### config.mk
export PLATFORM = sky130hd
export DESIGN_NAME = linear_layer_start_fifo_ctrl
export DESIGN_NICKNAME = d
export VERILOG_FILES = /design/src/rtl/linear_layer_fifo_pkg.sv /design/src/rtl/linear_layer_fifo_shiftreg.sv /design/src/rtl/linear_layer_start_fifo_ctrl.sv
export SDC_FILE = /design/constraint.sdc
export NUM_CORES = 1
export LEC_CHECK = 0
export BUFFER_PORTS_ARGS = -buffer_cell sky130_fd_sc_hd__clkbuf_2
export CAP_MARGIN = 5
export CORE_AREA = 2 2 39 41
export DETAILED_ROUTE_END_ITERATION = 8
export DIE_AREA = 0 0 41 43
export PLACE_DENSITY = 0.57
export SLEW_MARGIN = 30
export SYNTH_ARGS = -nofsm -noshare
export SYNTH_HDL_FRONTEND = slang
export SYNTH_SLANG_ARGS = --single-unit
### constraint.sdc
create_clock -name clk -period 4.3 [get_ports clk]
set_clock_uncertainty 0.1 [all_clocks]
set_input_delay 0.86 -clock clk [delete_from_list [all_inputs] [get_ports clk]]
set_output_delay 0.86 -clock clk [all_outputs]
set_load 0.01 [all_outputs]
### src/rtl/linear_layer_fifo_pkg.sv
// Shared helpers for the Linear_Layer start-token FIFOs: occupancy width
// and parameter legality checks used at elaboration time.
package linear_layer_fifo_pkg;

    // Bits needed to hold an occupancy of 0..depth.
    function automatic int unsigned occ_width(input int unsigned depth);
        return $clog2(depth + 1);
    endfunction

    // Capacity must be non-zero and addressable, and the count must fit the occupancy.
    function automatic bit params_ok(input int unsigned addr_width, input int unsigned depth);
        return (depth >= 1) && ((64'd1 << addr_width) >= 64'(depth)) &&
               ((addr_width + 1) >= occ_width(depth));
    endfunction

endpackage

### src/rtl/linear_layer_fifo_shiftreg.sv
// Shift-register token storage: a write shifts every slot up by one and
// loads din into slot 0; the read port is combinational.
module linear_layer_fifo_shiftreg #(
    parameter int unsigned DATA_WIDTH = 1,
    parameter int unsigned ADDR_WIDTH = 1,
    parameter int unsigned DEPTH      = 2
) (
    input  logic                  clk,
    input  logic                  we,
    input  logic [ADDR_WIDTH-1:0] addr,
    input  logic [DATA_WIDTH-1:0] din,
    output logic [DATA_WIDTH-1:0] dout
);

    logic [DATA_WIDTH-1:0] mem [DEPTH];

    always_ff @(posedge clk) begin
        if (we) begin
            mem[0] <= din;
            for (int unsigned i = 1; i < DEPTH; i++) begin
                mem[i] <= mem[i-1];
            end
        end
    end

    // Addresses beyond the capacity only occur with an oversized ADDR_WIDTH.
    always_comb begin
        dout = '0;
        if (32'(addr) < DEPTH) begin
            dout = mem[addr];
        end
    end

endmodule

### src/rtl/linear_layer_start_fifo_ctrl.sv
// Occupancy controller for a start-token shift-register FIFO: count,
// registered full/empty flags and the read address of the oldest token.
module linear_layer_start_fifo_ctrl
    import linear_layer_fifo_pkg::*;
#(
    parameter int unsigned DATA_WIDTH = 1,
    parameter int unsigned ADDR_WIDTH = 1,
    parameter int unsigned DEPTH      = 2
) (
    input  logic                  clk,
    input  logic                  reset,
    input  logic                  if_write_ce,
    input  logic                  if_write,
    input  logic [DATA_WIDTH-1:0] if_din,
    output logic                  if_full_n,
    input  logic                  if_read_ce,
    input  logic                  if_read,
    output logic [DATA_WIDTH-1:0] if_dout,
    output logic                  if_empty_n,
    output logic [ADDR_WIDTH:0]   if_num_data_valid,
    output logic [ADDR_WIDTH:0]   if_fifo_cap
);

    localparam int unsigned CNT_W = ADDR_WIDTH + 1;

    if (!params_ok(ADDR_WIDTH, DEPTH)) begin : g_bad_params
        $error("linear_layer_start_fifo_ctrl: illegal DEPTH/ADDR_WIDTH combination");
    end

    logic [CNT_W-1:0]      count;
    logic [CNT_W-1:0]      count_next;
    logic [ADDR_WIDTH-1:0] addr;
    logic                  wr_acc;
    logic                  rd_acc;

    // Handshakes are qualified only by the registered flags.
    assign wr_acc = if_write & if_write_ce & if_full_n;
    assign rd_acc = if_read & if_read_ce & if_empty_n;

    always_comb begin
        count_next = count;
        if (wr_acc && !rd_acc) begin
            count_next = count + CNT_W'(1);
        end else if (rd_acc && !wr_acc) begin
            count_next = count - CNT_W'(1);
        end
    end

    // The oldest token sits in the highest occupied slot.
    always_comb begin
        addr = '0;
        if (count != '0) begin
            addr = ADDR_WIDTH'(count - CNT_W'(1));
        end
    end

    always_ff @(posedge clk) begin
        if (reset) begin
            count      <= '0;
            if_empty_n <= 1'b0;
            if_full_n  <= 1'b1;
        end else begin
            count      <= count_next;
            if_empty_n <= (count_next != '0);
            if_full_n  <= (count_next != CNT_W'(DEPTH));
        end
    end

    assign if_num_data_valid = count;
    assign if_fifo_cap       = CNT_W'(DEPTH);

    linear_layer_fifo_shiftreg #(
        .DATA_WIDTH (DATA_WIDTH),
        .ADDR_WIDTH (ADDR_WIDTH),
        .DEPTH      (DEPTH)
    ) u_srl (
        .clk  (clk),
        .we   (wr_acc & ~reset),
        .addr (addr),
        .din  (if_din),
        .dout (if_dout)
    );

endmodule

# Word level (Yosys, flattened, before mapping)

Memory sizes are Yosys's and may differ from the RTL's.
Index checks and enable logic that the tools add are counted.

Add/sub/neg operators: 2
Multipliers: 0
Div/mod/pow operators: 0
Magnitude comparators: 0
Equal/unequal tests: 1
Shifts and indexed selects: 0
Mux-type cells: 5
Bitwise operators: 6
Reductions and logical operators: 6

Operators by type and width:

| kind                | number |
|---|---|
| $and 1x1->1         | 5 |
| $mux 2              | 2 |
| $reduce_bool 2->1   | 2 |
| $mux 1              | 3 |
| $add 2x1->2 const B | 1 |
| $logic_and 1x1->1   | 2 |
| $logic_not 1->1     | 2 |
| $ne 2x2->1 const B  | 1 |
| $sub 2x1->2 const B | 1 |
| $not 1->1           | 1 |

Register bits after elaboration: 4
Bits in latches: 0
RAM bits: 2
Bits in read-only memories: 0
Input port bits: 7
Output and inout port bits: 7
Word-level logic and storage cells: 24
Memories kept: 1

Memory list:

| name      | depth | bits a word | rd ports | clocked after Yosys merged registers in | write ports | line                             | RTL |
|---|---|---|---|---|---|---|---|
| u_srl.mem | 2     | 1           | 2        | 0                                       | 2           | linear_layer_fifo_shiftreg.sv:15 | `logic [DATA_WIDTH-1:0] mem [DEPTH];` |

# Logic depth before layout (Yosys ltp)

Gate-level depths: netlist of the first run.

Depth after elaboration: 7
Depth in mapped cells: 4
Gate-level depth less buffers: 4

# Hierarchy

From an unflattened synthesis of the first run, not the netlist that was laid out.

Cells, all modules: 34
Area total of the unflattened synthesis: 361.6 µm²

By module, submodules not included:

| module                       | instances | cells an instance | area each (µm²) | seq. area each (µm²) |
|---|---|---|---|---|
| linear_layer_start_fifo_ctrl | 1         | 31                | 286.5           | 80.1 |
| linear_layer_fifo_shiftreg   | 1         | 3                 | 75.1            | 60.1 |

# Worst setup path before layout of the first run

Ideal clock, no wire load.

Path type: input to register
From: in if_read
To: reg if_full_n
Setup time: 0.120 ns
Arrival: 1.776 ns
Data required time: 4.080 ns
Path slack: 2.304 ns
Stages: 4
Buffers on the path: 0
Cell sequence: and3_4 > or2_4 > mux2_2 > a211o_1

Cells in the longest elaborated chain, start to end: 6
Elaborated cells between the ends (all ways): 8
Classes of those cells: eq/ne (1); mux (2); bitwise (2); reduce/logical (3)

Ends and longest elaborated chain:

| item                                                 | line                                                                   | RTL |
|---|---|---|
| from (decl)                                          | linear_layer_start_fifo_ctrl.sv:17                                     | `input logic if_read,` |
| $and 1x1->1 (*) (2 in series)                        | linear_layer_start_fifo_ctrl.sv:38                                     | `assign rd_acc = if_read & if_read_ce & if_empty_n;` |
| $logic_and 1x1->1 or $logic_not 1->1 (tied branches) | linear_layer_start_fifo_ctrl.sv:44, linear_layer_start_fifo_ctrl.sv:42 |  |
| $mux 2 or $logic_and 1x1->1 (tied branches)          | linear_layer_start_fifo_ctrl.sv:44, linear_layer_start_fifo_ctrl.sv:42 |  |
| $mux 2 (*)                                           | linear_layer_start_fifo_ctrl.sv:42                                     | `if (wr_acc && !rd_acc) begin` |
| $ne 2x2->1 (*)                                       | linear_layer_start_fifo_ctrl.sv:65                                     | `if_full_n <= (count_next != CNT_W'(DEPTH));` |
| to (signal assigned)                                 | linear_layer_start_fifo_ctrl.sv:65                                     |  |
| to (decl)                                            | linear_layer_start_fifo_ctrl.sv:15                                     | `output logic if_full_n,` |

Mark *: on every way between the ends. The rest lies on a longest branch, timed or not.
A chain may end at the register's enable or synchronous reset.

# Final worst setup path of the first run

From: reg count[0] (netlist: if_num_data_valid[0])
To: out if_dout

Cells in the longest elaborated chain, start to end: 3
Elaborated cells between the ends (all ways): 4
Classes of those cells: add/sub (1); mux (1); reduce/logical (1); memory (1)

Ends and longest elaborated chain:

| item                                             | line                                                                   | RTL |
|---|---|---|
| from (decl)                                      | linear_layer_start_fifo_ctrl.sv:30                                     | `logic [CNT_W-1:0] count;` |
| from (signal assigned)                           | linear_layer_start_fifo_ctrl.sv:63                                     | `count <= count_next;` |
| $sub 2x1->2 or $reduce_bool 2->1 (tied branches) | linear_layer_start_fifo_ctrl.sv:53, linear_layer_start_fifo_ctrl.sv:52 |  |
| $mux 1 (*)                                       | linear_layer_start_fifo_ctrl.sv:52                                     | `if (count != '0) begin` |
| $mem_v2 2x1 (*)                                  | -                                                                      |  |
| to (decl)                                        | linear_layer_start_fifo_ctrl.sv:18                                     | `output logic [DATA_WIDTH-1:0] if_dout,` |

Marks and branches as above.

==> results.tsv, run 1 <==
metric	value	unit
synth_edf_count	2	
drc	0	
wl	599	um
fp.dieW	41	um
synth_top_area_share	24.9	%
num_io_pins	14	
nNetsFinal	53	
finalCritPeriodShare	54.1	%
avgRoutedWirePerCell	9.98	um
drt_iter0_drc	7	
drive_above_1_share	43.2	%
async_reset_ff_share	0	%
coreArea	0.00138	sq mm
internal-power	0.155	mW
cp_slowest_cell	dfxtp_1	
max_freq	0.430	GHz
cts-root-buf	clkbuf_4	
clkSlewWorstSetupHoldPaths	0.05	ns
yosys_most_used_dff	dfxtp_1	
syn_nets	39	
drv_slew	0	
avgSynthCellArea	10.4	sq um
max_cap_viol_count	0	
synthCells	31	
vias	261	
ir_drop	0.000143	V
grt-ovfl-total	0	
worstSetupPathType	flip-flop to output pin	
drt-pass1-iter-count	4	
instances_no_fill	60	
rsz0062_at_grt	no	
yosysMostFrequentCell	dfxtp_1	
viasPerCell	4.35	
dieArea	0.00176	sq mm
cts_buffer_depth	2	
hold_buffers	0	
seq_area_frac_synth	43.6	%
worstHoldPathType	flip-flop to flip-flop	
synthTopCellsByArea	dfxtp_1, edfxtp_1, mux2_2, xnor2_1, a211oi_1	
ctsHtreeMaxLevel	1	
p_comb_share	38.1	%
antenna_cells	0	
numCtsBuffers	3	
rows	14	
clockPowerShare	24.3	%
cts_sinks	6	
critical_path.top_delay_family	flip-flops	
cpPeakStageDelay	0.46	ns
synthToLayoutAreaGrowth	26.8	%
cts_setup_buffers	0	
postRouteAntennaNets	0	
antenna_found_initial	0	
yosysWarningCount	0	
yosysUniqueCellTypes	19	
path_buf_inv	2	
start_util	23.2	%
synth_top_cell_by_area	dfxtp_1	
powerDensity	575	mW/mm^2
required	3.34	ns
grt_max_degree	8	
setup_tns	0	ns
io_buffer_count	11	
pwr-share-seq	37.6	%
cp_cell_sequence	inv_1 -> ha_1 -> mux2_2 -> clkbuf_2	
grt_pass1_vias	246	
worstSkewPairLatency	0.25	ns
post-place-cells	56	
hold_viol	0	
ys_ff_latch	6	
globalplace.congestion	0.646	
setup_viol	0	
fin_crit	2.32	ns
cts_tree	done	
status	completed	
cts_resized	0	
track_usage	9.24	%
grt_first_pass_wirelength	972	um
place.detailed.hpwl	459	um
p_switching	0.0800	mW
synthesis.area	322	sq um
leakagePower	0.173	nW
switching_share	34.1	%
arrival	1.36	ns
path_max_fanout	7	
yosys-top-cells-count	dfxtp_1, nor2_1	
die_y	43	um
worstSetupEndpointType	output pin	
critical_path.startpoint_type	flip-flop	
-- metrics by stage --
step / hold WS, ns / instance area [sq um] / power [mW] / util [%] / setup slack, ns
global placement: 0.342 / 382 / 0.177 / 27.6 / 2.18
detailed placement: 0.349 / 382 / 0.179 / 27.6 / 2.18
floorplan: 0.322 / 322 / 0.153 / - / 2.30
global route: 0.372 / 408 / 0.257 / 29.5 / 1.91
finish: 0.351 / 408 / 0.235 / 29.5 / 1.98
CTS: 0.361 / 408 / 0.239 / 29.5 / 1.97
-- worst paths after layout --
check	from	endpoint	slack, ns	cells past startpoint
setup / recovery	if_num_data_valid[0]	if_dout	1.98	4
hold / removal	u_srl.mem[0]	u_srl.mem[1]	0.35	0
setup reg to reg	if_num_data_valid[0]	if_full_n	2.57	4
hold reg to reg	u_srl.mem[0]	u_srl.mem[1]	0.35	0
-- sequential cells by signal, indices dropped and copies added (netlist names) --
| name | cells |
|---|---|
| u_srl.mem | 2 |
| if_full_n | 1 |
| if_empty_n | 1 |
| if_num_data_valid | 2 |
-- cells in the final DEF (no fill, tap or decap), types with 2 or more instances in the layout --
master	count
dfxtp_1	4
conb_1	2
a211oi_1	2
edfxtp_1	2
mux2_2	2
clkbuf_2	11
nand2_1	2
clkbuf_4	3
xnor2_1	2
nor2_1	3
-- layer usage --
metal	part of all wire (%)	global-route usage, %	vias up
li1	-	-	132
met1	42	8.68	118
met2	47	11.9	9
met3	9.0	6.28	2
met4	2.3	10.0	0
met5	0	0	-
-- worst register-to-register path: cells and delay by family, from the launching register on --
kind	cells	cell delay (ns)
AOI/OAI and AO/OA	1	0.28
adders and majority gates	1	0.36
muxes	1	0.35
DFF	1	0.46
buffers and inverters	1	0.08
-- power groups by stage --
stage | sequential [mW] | combinational, mW | clock (mW)
final | 0.0883 | 0.0893 | 0.0570
after global routing | 0.0911 | 0.101 | 0.0648
after detailed placement | 0.0896 | 0.0899 | 0
after global placement | 0.0892 | 0.0883 | 0
after CTS | 0.0883 | 0.0905 | 0.0597
after floorplan | 0.0928 | 0.0600 | 0
-- cell type report --
class                   instances  area [sq um]
well taps                      16          20.0
clock buffers                   4          26.3
multi-input cells              22           163
fillers                       161           976
flip-flops and latches          6           140
inverters                       1          3.75
repair buffers                 11          55.1
-- logic make-up after synthesis --
group | after synthesis | share of synthesized area [%]
muxes | 3 | 10.1
other | 2 | 2.34
DFF | 6 | 43.6
buffers and inverters | 3 | 5.83
AOI/OAI and AO/OA | 5 | 12.1
xor gates and xnor gates | 2 | 5.45
adders and majority gates | 1 | 3.89
and+or+nand+nor | 9 | 16.7
(Power assumes the default switching activity.)
==> inputs of run 2 (changes only) <==
Settings changed: ABC_AREA set to 1.
Clock period 4.3 ns to 2.3 ns, I/O delays scaled along.
==> run 2 against run 1 <==
Effect of this change:
- first-iteration DRC count decreased by 86%
- count of clock-buffer cells in the layout unchanged
- power increased by 89%
- critical path depth unchanged
- clock power increased by 82%
- cell count increased by 17%
- via count increased by 3.4%
- wire length decreased by 9.3%
- combinational power increased by 99%
- register-to-register slack got worse by 1.5 ns
- critical path type unchanged
- highest routed layer unchanged
==> results.tsv, run 2 <==
metric	value	unit
status	completed	
rows	14	
instances_no_fill	70	
wl	543	um
num_io_pins	14	
setup_viol	0	
hold_viol	0	
place.detailed.hpwl	476	um
internal-power	0.281	mW
postRouteAntennaNets	0	
viasPerCell	3.86	
synth_top_area_share	25.2	%
globalplace.congestion	0.693	
dieArea	0.00176	sq mm
r2r_start	if_num_data_valid[0]	
max_cap_viol_count	0	
yosysUniqueCellTypes	13	
final_cell_mix	clkbuf_2, nand2_1, inv_1, nand3_1	
max_freq	0.542	GHz
grt_first_pass_wirelength	841	um
fin_crit	1.84	ns
critical_path.startpoint_type	flip-flop	
ir_drop	0.000295	V
hold_end	u_srl.mem[0]	
track_usage	8.58	%
worstHoldPathType	primary input to flip-flop	
cts_setup_buffers	0	
grt-ovfl-total	0	
synthToLayoutAreaGrowth	27.2	%
clkSlewWorstSetupHoldPaths	0.05	ns
seq_area_frac_synth	44.1	%
min_path_cells	1	
utilization	29.2	%
antenna_found_initial	0	
clockPowerShare	23.5	%
avgRoutedWirePerCell	7.76	um
p_switching	0.161	mW
yosys-top-cells-count	nand2_1, inv_1, nand3_1	
drt-pass1-iter-count	4	
hold_buffers	0	
arrival	1.28	ns
powerDensity	1090	mW/mm^2
synthesis.area	318	sq um
layout.cells.most_common	clkbuf_2	
cts_sinks	6	
hold_start	if_din	
cts_tree	done	
path_max_fanout	3	
ff_latch_area	140	sq um
vias	270	
worstSetupPathType	flip-flop to output pin	
ctsHtreeMaxLevel	1	
avgSynthCellArea	7.75	sq um
ys_ff_latch	6	
required	1.74	ns
cts_resized	0	
multiInputGateArea	136	sq um
synthTopCellsByArea	dfxtp_1, edfxtp_1, nand2_1, nand3_1, nand2_2	
nFillCells	155	
synthCells	41	
drive_above_1_share	37.0	%
synth_edf_count	2	
async_reset_ff_share	0	%
finalCritPeriodShare	80.2	%
synth_top_cell_by_area	dfxtp_1	
drt_iter0_drc	1	
syn_nets	49	
cts-root-buf	clkbuf_4	
die_y	43	um
antenna_cells	0	
rsz0062_at_grt	no	
yosysWarningCount	0	
drv_slew	0	
pwr-share-seq	36.1	%
post-place-cells	66	
fp.dieW	41	um
setup_tns	0	ns
yosys_most_used_dff	dfxtp_1	
rrSetupSlack	1.06	ns
switching_share	36.4	%
numCtsBuffers	3	
grt_pass1_vias	235	
worstSetupEndpointType	output pin	
nNetsFinal	63	
coreArea	0.00138	sq mm
worstSkewPairLatency	0.24	ns
ff2ff_path_depth	8	
cts_buffer_depth	2	
reg2reg_to	if_empty_n	
io_buffer_count	11	
yosysMostFrequentCell	nand2_1	
start_util	23.0	%
p_comb_share	40.3	%
leakagePower	0.228	nW
drc	0	
grt_max_degree	5	
## run 2: logic make-up (layout without fill, tap and decap cells)
| family | count (synthesis) | count (layout) | synth area share (%) |
|---|---|---|---|
| fa+ha+maj | 1 | 1 | 3.94 |
| buf+inv | 9 | 22 | 13.0 |
| flops | 6 | 6 | 44.1 |
| mux | 1 | 1 | 3.54 |
| other cells | 2 | 2 | 2.36 |
| simple gates | 22 | 22 | 33.1 |
## run 2: per-layer routing
metal	track usage [%]	wire (um)	vias up
li1	-	-	148
met3	3.14	32	2
met5	0	0	-
met1	6.54	194	111
met2	11.9	288	9
met4	14.0	27	0
## run 2: how the worst max path moves through the flow
stage               cells past startpoint            startpoint      end  slack, ns
floorplan                               3  if_num_data_valid[0]  if_dout       0.76
global placement                        4  if_num_data_valid[0]  if_dout       0.74
detailed placement                      4  if_num_data_valid[0]  if_dout       0.71
CTS                                     4  if_num_data_valid[0]  if_dout       0.43
global route                            4  if_num_data_valid[0]  if_dout       0.36
finish                                  4  if_num_data_valid[0]  if_dout       0.46
## run 2: per-stage QoR
| stage | power, mW | setup WS [ns] | instance area, sq um | hold WS, ns |
|---|---|---|---|---|
| floorplan | 0.290 | 0.761 | 318 | 0.319 |
| finish | 0.442 | 0.455 | 404 | 0.292 |
| detailed placement | 0.346 | 0.705 | 378 | 0.346 |
| global placement | 0.342 | 0.745 | 378 | 0.333 |
| CTS | 0.452 | 0.426 | 404 | 0.288 |
| global route | 0.482 | 0.362 | 404 | 0.278 |
## run 2: power by group through the flow
stage	combinational [mW]	clock, mW	sequential [mW]
global route	0.203	0.113	0.166
finish	0.178	0.104	0.160
floorplan	0.116	0	0.174
detailed placement	0.183	0	0.163
global placement	0.179	0	0.163
CTS	0.184	0.107	0.161
## run 2: layout make-up
| cell class | instances | area share (%) |
|---|---|---|
| inverters | 7 | 6.50 |
| well taps | 16 | 4.95 |
| multi-input cells | 26 | 33.7 |
| flip-flops and latches | 6 | 34.7 |
| repair buffers | 11 | 13.6 |
| clock buffers | 4 | 6.50 |
## run 2: worst max-delay path, cell delays in order (launching register included)
cell and delay, ns:
dfxtp_1 0.34, inv_1 0.07, ha_1 0.20, mux2_1 0.30, clkbuf_2 0.13
==> inputs of run 3 (changes only) <==
Settings changed: PLACE_DENSITY 0.57 to 0.59.
Clock period 2.3 ns to 1.65 ns, I/O delays scaled along.
==> run 3 against run 2 <==
Effect of this change:
- setup slack worse by 0.41 ns
- critical path depth stayed put
- combinational power grew 64%
- via count grew 1.9%
- clock power up 38%
- non-clock buffer count increased by 1
- critical path type unchanged
- power up 51%
- final area is 8.0% higher
- wire length is 2.4% higher
- cell count is 1.4% higher
- register-to-register slack got worse by 0.54 ns
==> results.tsv, run 3 (synthesis results as in run 2) <==
metric	value	unit
status	completed	
critical_path.top_delay_family	flip-flops	
pwr-share-seq	34.8	%
min_path_cells	1	
globalplace.congestion	0.732	
reg2reg_to	if_full_n	
coreArea	0.00138	sq mm
path_max_fanout	2	
vias	275	
dieArea	0.00176	sq mm
cts_buffer_depth	2	
grt_first_pass_wirelength	917	um
numCtsBuffers	3	
drc	0	
hold_viol	0	
die_y	43	um
worstSkewPairLatency	0.24	ns
hold_start	if_din	
ir_drop	0.000445	V
drt-pass1-iter-count	2	
leakagePower	0.239	nW
rows	14	
fp.dieW	41	um
powerDensity	1530	mW/mm^2
max_freq	0.625	GHz
nFillCells	155	
clkSlewWorstSetupHoldPaths	0.05	ns
start_util	23.0	%
worstHoldPathType	primary input to flip-flop	
setup_viol	0	
arrival	1.17	ns
worstSetupEndpointType	output pin	
placed_area	378	sq um
cp_slowest_cell	dfxtp_2	
avgRoutedWirePerCell	7.83	um
critical_path.startpoint_type	flip-flop	
final_cell_mix	clkbuf_2, nand2_1, nand3_1	
cts-root-buf	clkbuf_4	
p_switching	0.239	mW
drt_iter0_drc	3	
clockPowerShare	21.5	%
fin_crit	1.60	ns
num_io_pins	14	
p_comb_share	43.7	%
postRouteAntennaNets	0	
layout.cells.most_common	clkbuf_2	
place.detailed.hpwl	466	um
wl	556	um
required	1.22	ns
internal-power	0.430	mW
grt_pass1_vias	252	
rrSetupSlack	0.52	ns
final_cell_area	437	sq um
post-place-cells	66	
drive_above_1_share	47.3	%
viasPerCell	3.87	
cts_sinks	6	
finalCritPeriodShare	97.0	%
ff2ff_path_depth	7	
r2r_start	if_num_data_valid[0]	
path_buf_inv	2	
hold_buffers	0	
synthToLayoutAreaGrowth	37.4	%
drv_slew	0	
antenna_cells	0	
ctsHtreeMaxLevel	1	
antenna_found_initial	0	
cp_cell_sequence	inv_2 -> ha_4 -> mux2_4 -> buf_6	
grt_max_degree	5	
setup_tns	0	ns
track_usage	8.06	%
nNetsFinal	64	
instances_no_fill	71	
cts_tree	done	
cpPeakStageDelay	0.32	ns
switching_share	35.7	%
utilization	31.6	%
grt-ovfl-total	0	
io_buffer_count	11	
worstSetupPathType	flip-flop to output pin	
hold_end	u_srl.mem[0]	
rsz0062_at_grt	yes	
whs	0.164	ns
max_cap_viol_count	0	
## run 3: cell types whose count changed in the layout (fill, tap and decap cells not counted)
cell | previous run | this run
mux2_4 | 0 | 1
ha_1 | 1 | 0
inv_2 | 0 | 1
dfxtp_1 | 4 | 2
ha_4 | 0 | 1
clkbuf_2 | 11 | 10
mux2_1 | 1 | 0
inv_1 | 6 | 5
buf_6 | 0 | 1
dfxtp_2 | 0 | 2
buf_4 | 0 | 1
## run 3: how the worst max path moves through the flow
stage                                    start  endpoint  slack [ns]  cells after the start
after floorplan           if_num_data_valid[0]   if_dout        0.24                      3
after global placement    if_num_data_valid[0]   if_dout        0.23                      4
after detailed placement  if_num_data_valid[0]   if_dout        0.22                      4
after CTS                 if_num_data_valid[1]   if_dout        0.01                      3
after global routing      if_num_data_valid[0]   if_dout      -0.004                      4
final                     if_num_data_valid[0]   if_dout        0.05                      4
## run 3: layout make-up
class | instances | area (sq um) | share of cell area (%)
multi-input combinational | 26 | 153 | 35.0
sequential | 6 | 143 | 32.7
timing repair buffer | 12 | 68.8 | 15.8
clock buffer | 4 | 26.3 | 6.02
inverter | 7 | 26.3 | 6.02
tap | 16 | 20.0 | 4.58
## run 3: repair_timing
item / in CTS / in global routing
pin swaps: 0 / 1
buffers inserted: 1 / 0
resized for setup: 3 / 5
setup endpoints to repair: 1 / 1
## run 3: per-stage QoR
step	setup WS, ns	power (mW)
3_5_place_dp	0.217	0.480
6_report	0.0492	0.669
2_1_floorplan	0.241	0.405
4_1_cts	0.0101	0.639
3_3_place_gp	0.226	0.475
5_1_grt	-0.00430	0.736
## run 3: power by group through the flow
stage	clock network, mW	registers, mW	logic (mW)
floorplan	0	0.243	0.162
global placement	0	0.227	0.248
detailed placement	0	0.225	0.255
CTS	0.149	0.224	0.266
global route	0.163	0.242	0.332
finish	0.144	0.233	0.292
## run 3: layer usage
layer	GRT usage, %	vias up	wire [um]	part of all wire, %
met5	0	-	0	0
met3	3.14	0	33	5.9
met2	12.8	6	308	55
met1	7.79	119	214	38
li1	-	150	-	-
met4	6.00	0	0	0
## run 3: worst reg2reg max path: cells and delay by family (launching register included)
family                     cells  cell delay (ns)
DFF                            1             0.32
and+or+nand+nor                4             0.25
buffers and inverters          2             0.07
adders and majority gates      1             0.26
